--- config.mk ---
export PLATFORM = sky130hd
export DESIGN_NAME = nibble_pack_fifo_flat
export DESIGN_NICKNAME = d
export VERILOG_FILES = /design/src/rtl/nibble_pack_fifo_if.sv /design/src/rtl/nibble_pack_fifo.sv /design/src/flat_wrapper.sv
export SDC_FILE = /design/constraint.sdc
export NUM_CORES = 1
export LEC_CHECK = 0
export BUFFER_PORTS_ARGS = -buffer_cell sky130_fd_sc_hd__buf_2
export CAP_MARGIN = 20
export CORE_ASPECT_RATIO = 1.4
export CORE_UTILIZATION = 56
export DETAILED_ROUTE_END_ITERATION = 12
export PLACE_DENSITY = 0.79
export SYNTH_ARGS = -nofsm -noshare
export SYNTH_HDL_FRONTEND = slang
export SYNTH_SLANG_ARGS = --single-unit
--- constraint.sdc ---
create_clock -name CLK -period 3.5 [get_ports CLK]
set_input_delay 1.05 -clock CLK [delete_from_list [all_inputs] [get_ports CLK]]
set_output_delay 1.05 -clock CLK [all_outputs]
set_load 0.01 [all_outputs]
--- src/rtl/nibble_pack_fifo_if.sv ---
// Nibble-write / byte-read bundle for nibble_pack_fifo.
// The master side is the producer/consumer; the slave side is the FIFO itself.
interface nibble_pack_fifo_if #(
   parameter int unsigned IN_WIDTH   = 4,
   parameter int unsigned DEPTH_BITS = 6
);
   logic [IN_WIDTH-1:0]   data;
   logic                  we;
   logic                  re;
   logic [2*IN_WIDTH-1:0] q;
   logic                  full;
   logic                  empty;
   logic                  pend;
   logic [DEPTH_BITS:0]   count;
   logic                  overflow;
   logic                  underflow;

   modport master (
      output data, we, re,
      input  q, full, empty, pend, count, overflow, underflow
   );

   modport slave (
      input  data, we, re,
      output q, full, empty, pend, count, overflow, underflow
   );
endinterface

--- src/rtl/nibble_pack_fifo.sv ---
// Packs pairs of nibbles (low nibble first) into bytes and buffers them for a byte reader.
// Q is registered with one cycle of read latency; there is no write-to-read bypass.
module nibble_pack_fifo #(
   parameter int unsigned IN_WIDTH   = 4,
   parameter int unsigned DEPTH      = 64,
   parameter int unsigned DEPTH_BITS = 6
) (
   input logic               CLK,
   input logic               RESET,
   nibble_pack_fifo_if.slave bus
);
   localparam int unsigned ByteW = 2 * IN_WIDTH;
   localparam logic [DEPTH_BITS:0] FullCount = (DEPTH_BITS + 1)'(DEPTH);

   logic [ByteW-1:0]      mem_q [DEPTH];
   logic [IN_WIDTH-1:0]   hold_q, hold_d;
   logic                  pend_q, pend_d;
   logic [DEPTH_BITS-1:0] wptr_q, wptr_d;
   logic [DEPTH_BITS-1:0] rptr_q, rptr_d;
   logic [DEPTH_BITS:0]   count_q, count_d;
   logic [ByteW-1:0]      q_q, q_d;
   logic                  overflow_q, overflow_d;
   logic                  underflow_q, underflow_d;

   logic full, empty, wr_nib, wr_byte, rd;

   always_comb begin
      full        = (count_q == FullCount);
      empty       = (count_q == '0);
      wr_nib      = bus.we & ~full;
      wr_byte     = wr_nib & pend_q;
      rd          = bus.re & ~empty;

      hold_d      = hold_q;
      pend_d      = pend_q;
      wptr_d      = wptr_q;
      rptr_d      = rptr_q;
      count_d     = count_q;
      q_d         = q_q;
      overflow_d  = bus.we & full;
      underflow_d = bus.re & empty;

      if (wr_nib) begin
         if (pend_q) begin
            wptr_d = wptr_q + 1'b1;
            pend_d = 1'b0;
         end else begin
            hold_d = bus.data;
            pend_d = 1'b1;
         end
      end

      if (rd) begin
         q_d    = mem_q[rptr_q];
         rptr_d = rptr_q + 1'b1;
      end

      // Byte completion and read in the same cycle leave the count unchanged.
      unique case ({wr_byte, rd})
         2'b10:   count_d = count_q + 1'b1;
         2'b01:   count_d = count_q - 1'b1;
         default: count_d = count_q;
      endcase
   end

   always_ff @(posedge CLK) begin
      if (RESET) begin
         hold_q      <= '0;
         pend_q      <= 1'b0;
         wptr_q      <= '0;
         rptr_q      <= '0;
         count_q     <= '0;
         q_q         <= '0;
         overflow_q  <= 1'b0;
         underflow_q <= 1'b0;
      end else begin
         hold_q      <= hold_d;
         pend_q      <= pend_d;
         wptr_q      <= wptr_d;
         rptr_q      <= rptr_d;
         count_q     <= count_d;
         q_q         <= q_d;
         overflow_q  <= overflow_d;
         underflow_q <= underflow_d;
      end
   end

   // Storage has no reset; pointers and count define which entries are valid.
   always_ff @(posedge CLK) begin
      if (!RESET && wr_byte) begin
         mem_q[wptr_q] <= {bus.data, hold_q};
      end
   end

   assign bus.q         = q_q;
   assign bus.full      = full;
   assign bus.empty     = empty;
   assign bus.pend      = pend_q;
   assign bus.count     = count_q;
   assign bus.overflow  = overflow_q;
   assign bus.underflow = underflow_q;
endmodule

--- src/flat_wrapper.sv ---
// flat-port wrapper written by rule: the top's interface ports become plain ports
module nibble_pack_fifo_flat 
#(
   parameter int unsigned IN_WIDTH   = 4,
   parameter int unsigned DEPTH      = 64,
   parameter int unsigned DEPTH_BITS = 6
)
  (CLK, RESET, bus_data, bus_we, bus_re, bus_q, bus_full, bus_empty, bus_pend, bus_count, bus_overflow, bus_underflow);
  nibble_pack_fifo_if #(.IN_WIDTH(IN_WIDTH), .DEPTH_BITS(DEPTH_BITS)) bus_i ();
  input logic CLK;
  input logic RESET;
  input wire logic [$bits(bus_i.data)-1:0] bus_data;
  input wire logic [$bits(bus_i.we)-1:0] bus_we;
  input wire logic [$bits(bus_i.re)-1:0] bus_re;
  output wire logic [$bits(bus_i.q)-1:0] bus_q;
  output wire logic [$bits(bus_i.full)-1:0] bus_full;
  output wire logic [$bits(bus_i.empty)-1:0] bus_empty;
  output wire logic [$bits(bus_i.pend)-1:0] bus_pend;
  output wire logic [$bits(bus_i.count)-1:0] bus_count;
  output wire logic [$bits(bus_i.overflow)-1:0] bus_overflow;
  output wire logic [$bits(bus_i.underflow)-1:0] bus_underflow;
  assign bus_i.data = bus_data;
  assign bus_i.we = bus_we;
  assign bus_i.re = bus_re;
  assign bus_q = bus_i.q;
  assign bus_full = bus_i.full;
  assign bus_empty = bus_i.empty;
  assign bus_pend = bus_i.pend;
  assign bus_count = bus_i.count;
  assign bus_overflow = bus_i.overflow;
  assign bus_underflow = bus_i.underflow;
  nibble_pack_fifo #(.IN_WIDTH(IN_WIDTH), .DEPTH(DEPTH), .DEPTH_BITS(DEPTH_BITS)) u_core (.CLK(CLK), .RESET(RESET), .bus(bus_i));
endmodule
==> flow_summary_export.csv <==
group,metric,value,unit
layout,design_area,24500,um^2
place,dpl.hpwl,29700,um
yosys,synth_area_per_cell,18.5,um^2
place,place_ws,0.00329,ns
pwr,pwr-share-seq,49.4,%
global_routing,antenna_found_initial,0,
yosys,yosys-top-cells-count,"edfxtp_1, nor2_1, mux4_2, mux2i_1, nand2_1",
drt,drt-vias-per-instance,6.44,
setup_path,timing.rr.start,"u_core.bus.count[0]",
floorplan,start_util,57.0,%
pwr,vdd_ir_drop_max,0.560,mV
layout,layout.nets,1296,
setup_path,r2r-end,"u_core.bus.count[6]",
layout,post-route-util,65.0,%
yosys,synth_cells,1162,
floorplan,die_w,167,um
layout,num_antenna_cells,0,
sta,finalMaxSlewViolations,0,
clocking,insertion_delay,0.56,ns
clocking,clock-sinks,546,
setup_path,rrSetupSlack,0.07,ns
sta,hold_viol,0,
setup_path,worstSetupStartpointType,"flop",
global_routing,overflow,0,
yosys,yosys_warnings,0,
yosys,yosysUniqueCellTypes,49,
sta,tightest_slew,1.01,ns
drt,first_pass_iters,8,
yosys,synth_nets,1179,
global_routing,grt_pass1_wl,71300,um
place,dp_cells,1695,
yosys,post-synth-top-count-cell,"edfxtp_1",
global_routing,grt_max_degree,66,
setup_path,r2r_cells,12,
pwr,p_switching,3.75,mW
setup_path,crit_type,"reg -> reg",
yosys,synthesis.area,21500,um^2
drt,drt.antenna.violating_nets,0,
drt,wl_per_cell,26.4,um
sta,setup_ws,0.0742,ns
yosys,synth_top_area_cell,"edfxtp_1",
sta,slew_headroom,32.6,%
clocking,cts_buffers,46,
yosys,synth_async_sr_flop_share,0,%
drt,drcViolationCount,0,
setup_path,required,3.95,ns
floorplan,pin_count,28,
global_routing,grt_use_total,24.9,%
sta,period_needed,3.43,ns
drt,drtIter0Drc,1272,
run_status,status,"finished clean",
floorplan,fp.dieArea,39100,um^2
clocking,cts_tree,"built",
pwr,swShare,24.5,%
setup_path,cp.depth,12,
layout,syn2layout_area_growth,14.0,%
pwr,power.share.clock,34.6,%
sta,period_share,97.9,%
yosys,ys.flop_type,"edfxtp_1",
hold_path,worstHoldStart,"u_core.bus.q[2]",
setup_path,endpoint_kind,"flop",
sta,setup_violations,0,
setup_path,crit_fanout,4,
pwr,power_leakage,7.87,nW
yosys,synth_edf_count,512,
clocking,clk_path_buf_depth,3,
clocking,cts_max_level,2,
yosys,ys_ff_latch,546,
floorplan,rows,84,
setup_path,path_delay_family,"simple AND/OR/NAND/NOR gates",
setup_path,crit_path_start,"u_core.bus.count[0]",
yosys,ys_seq_area_share,74.8,%
sta,fin_skew,0.0101,ns
setup_path,path_cells,"or4_4 > or4b_4 > and3_4 > inv_4 > ha_4 > ha_4 > nor2b_4 > o21ai_2 > a21boi_2 > or4_1 > nand3_2 > mux2_2",
setup_path,cp.arrival,3.88,ns
sta,whs,0.525,ns
hold_path,holdPathEnd,"u_core.bus.q[2]",
pwr,internal_power,11.6,mW
global_routing,grt_pass1_vias,11600,
hold_path,hp-class,"reg -> reg",
floorplan,dieHeight,234,um
setup_path,slowest_delay,0.55,ns
layout,drive_above_1_share,26.2,%
clocking,root_buffer,"clkbuf_16",
drt,totalWireLength,47300,um
clocking,clk_pin_slew_worst_paths,0.07,ns
flow_run,max_cap_violations,0,
floorplan,core_area,37600,um^2
yosys,synth.area.top_cells,"edfxtp_1, mux4_2, mux2i_1",
setup_path,crit_buf_inv,1,
place,place_congestion,0.831,
place,post_dp_cell_area,22800,um^2
pwr,power,15.3,mW
hold_path,whs_path_depth,2,
sta,clock.fmax,292,MHz
pwr,power_frac_comb,16.0,%
yosys,synth_top_area_share,71.6,%
sta,fin_setup_tns,0,ns
layout,stdcell_count,1789,
setup_path,crit_top_cell,"ha_4",
drt,vias,11500,
pwr,p_per_area,625,nW/um^2
place,port_buffers,27,
setup_path,cp_slowest_cell,"or4_4",
[cells by family (layout without fill, tap and decap cells)]
kind of cell,after synthesis,count (layout),share of synthesized area [%]
adder cells (fa/ha/maj),9,9,0.560
buffers and inverters,73,227,1.47
multiplexers,186,186,14.1
XOR/XNOR,12,12,0.490
AO/OA/AOI/OAI,140,140,4.33
AND/OR/NAND/NOR,196,196,4.23
flip-flops,546,546,74.8
[power by group through the flow]
stage	Sequential (mW)	Combinational [mW]	Clock [mW]
after floorplan	7.62	1.57	0
after global placement	7.75	2.20	0
after detailed placement	7.74	2.30	0
after CTS	7.60	2.31	5.32
after global routing	7.57	2.63	5.57
final	7.55	2.45	5.29
[how the worst max path moves through the flow]
stage	endpoint
6_report	u_core.bus.count[6]
5_1_grt	u_core.bus.count[6]
4_1_cts	u_core.bus.count[6]
3_5_place_dp	u_core.bus.count[6]
3_3_place_gp	u_core.bus.count[6]
2_1_floorplan	u_core.bus.count[6]
[registers in the layout, indices dropped and copies added, names as in the netlist]
signal                count
u_core.mem_q            512
u_core.bus.q              8
u_core.bus.count          7
u_core.rptr_q             6
u_core.wptr_q             6
u_core.hold_q             4
u_core.bus.overflow       1
u_core.bus.pend           1
u_core.bus.underflow      1
[what timing repair did]
action | CTS | global route
hold buffers | 0 | 0
cloned | 0 | 0
buffers inserted | 0 | 7
endpoints found under the setup margin | 1 | 1
resized for setup | 0 | 7
pin swaps | 1 | 5
[final cells by class]
type / instances / area, um^2
clock buffer: 66 / 1350
timing repair buffer: 134 / 1040
sequential: 546 / 16100
tap: 473 / 592
clock inverter: 19 / 229
fill: 2391 / 13200
multi-input combinational: 543 / 5140
inverter: 8 / 32.5
[per-layer routing]
metal  vias to the layer above  share of wire (%)  wire, um  global-route usage (%)
met4                         0                4.6      2180                    12.0
li1                       4903                  -         -                       -
met1                      5852                 36     17000                    31.8
met2                       647                 52     24500                    42.9
met3                       127                7.7      3640                    2.86
met5                         -                  0         0                       0
[tightest hold or removal path, cell delays in order (launching register included)]
cell,delay (ns)
dfxtp_1,0.35
nand2_1,0.07
nand3_1,0.06
[cell usage in the layout, fill, tap and decap left out, types with 4 or more instances in the layout]
cell       count
inv_1          7
nand2_1       47
dfxtp_1       24
bufinv_16      5
clkinv_2       7
nand4_1        5
clkbuf_16     47
nor2b_1       10
mux2i_1       73
a21oi_1       34
o31ai_1        5
mux2_2        22
dfxtp_2        5
o21bai_1       7
edfxtp_1     512
o22ai_1       18
nand3b_1       4
o221ai_1      12
o21ai_0       19
a22oi_1       15
buf_2         27
mux4_2        91
buf_4         99
nor2_1        92
a32oi_1        6
clkbuf_1       9
dfxtp_4        5
nand3_1       17
buf_12         8
a211oi_1      12
ha_1           6
xor2_1         9
clkbuf_8      10
(Power assumes the default switching activity.)
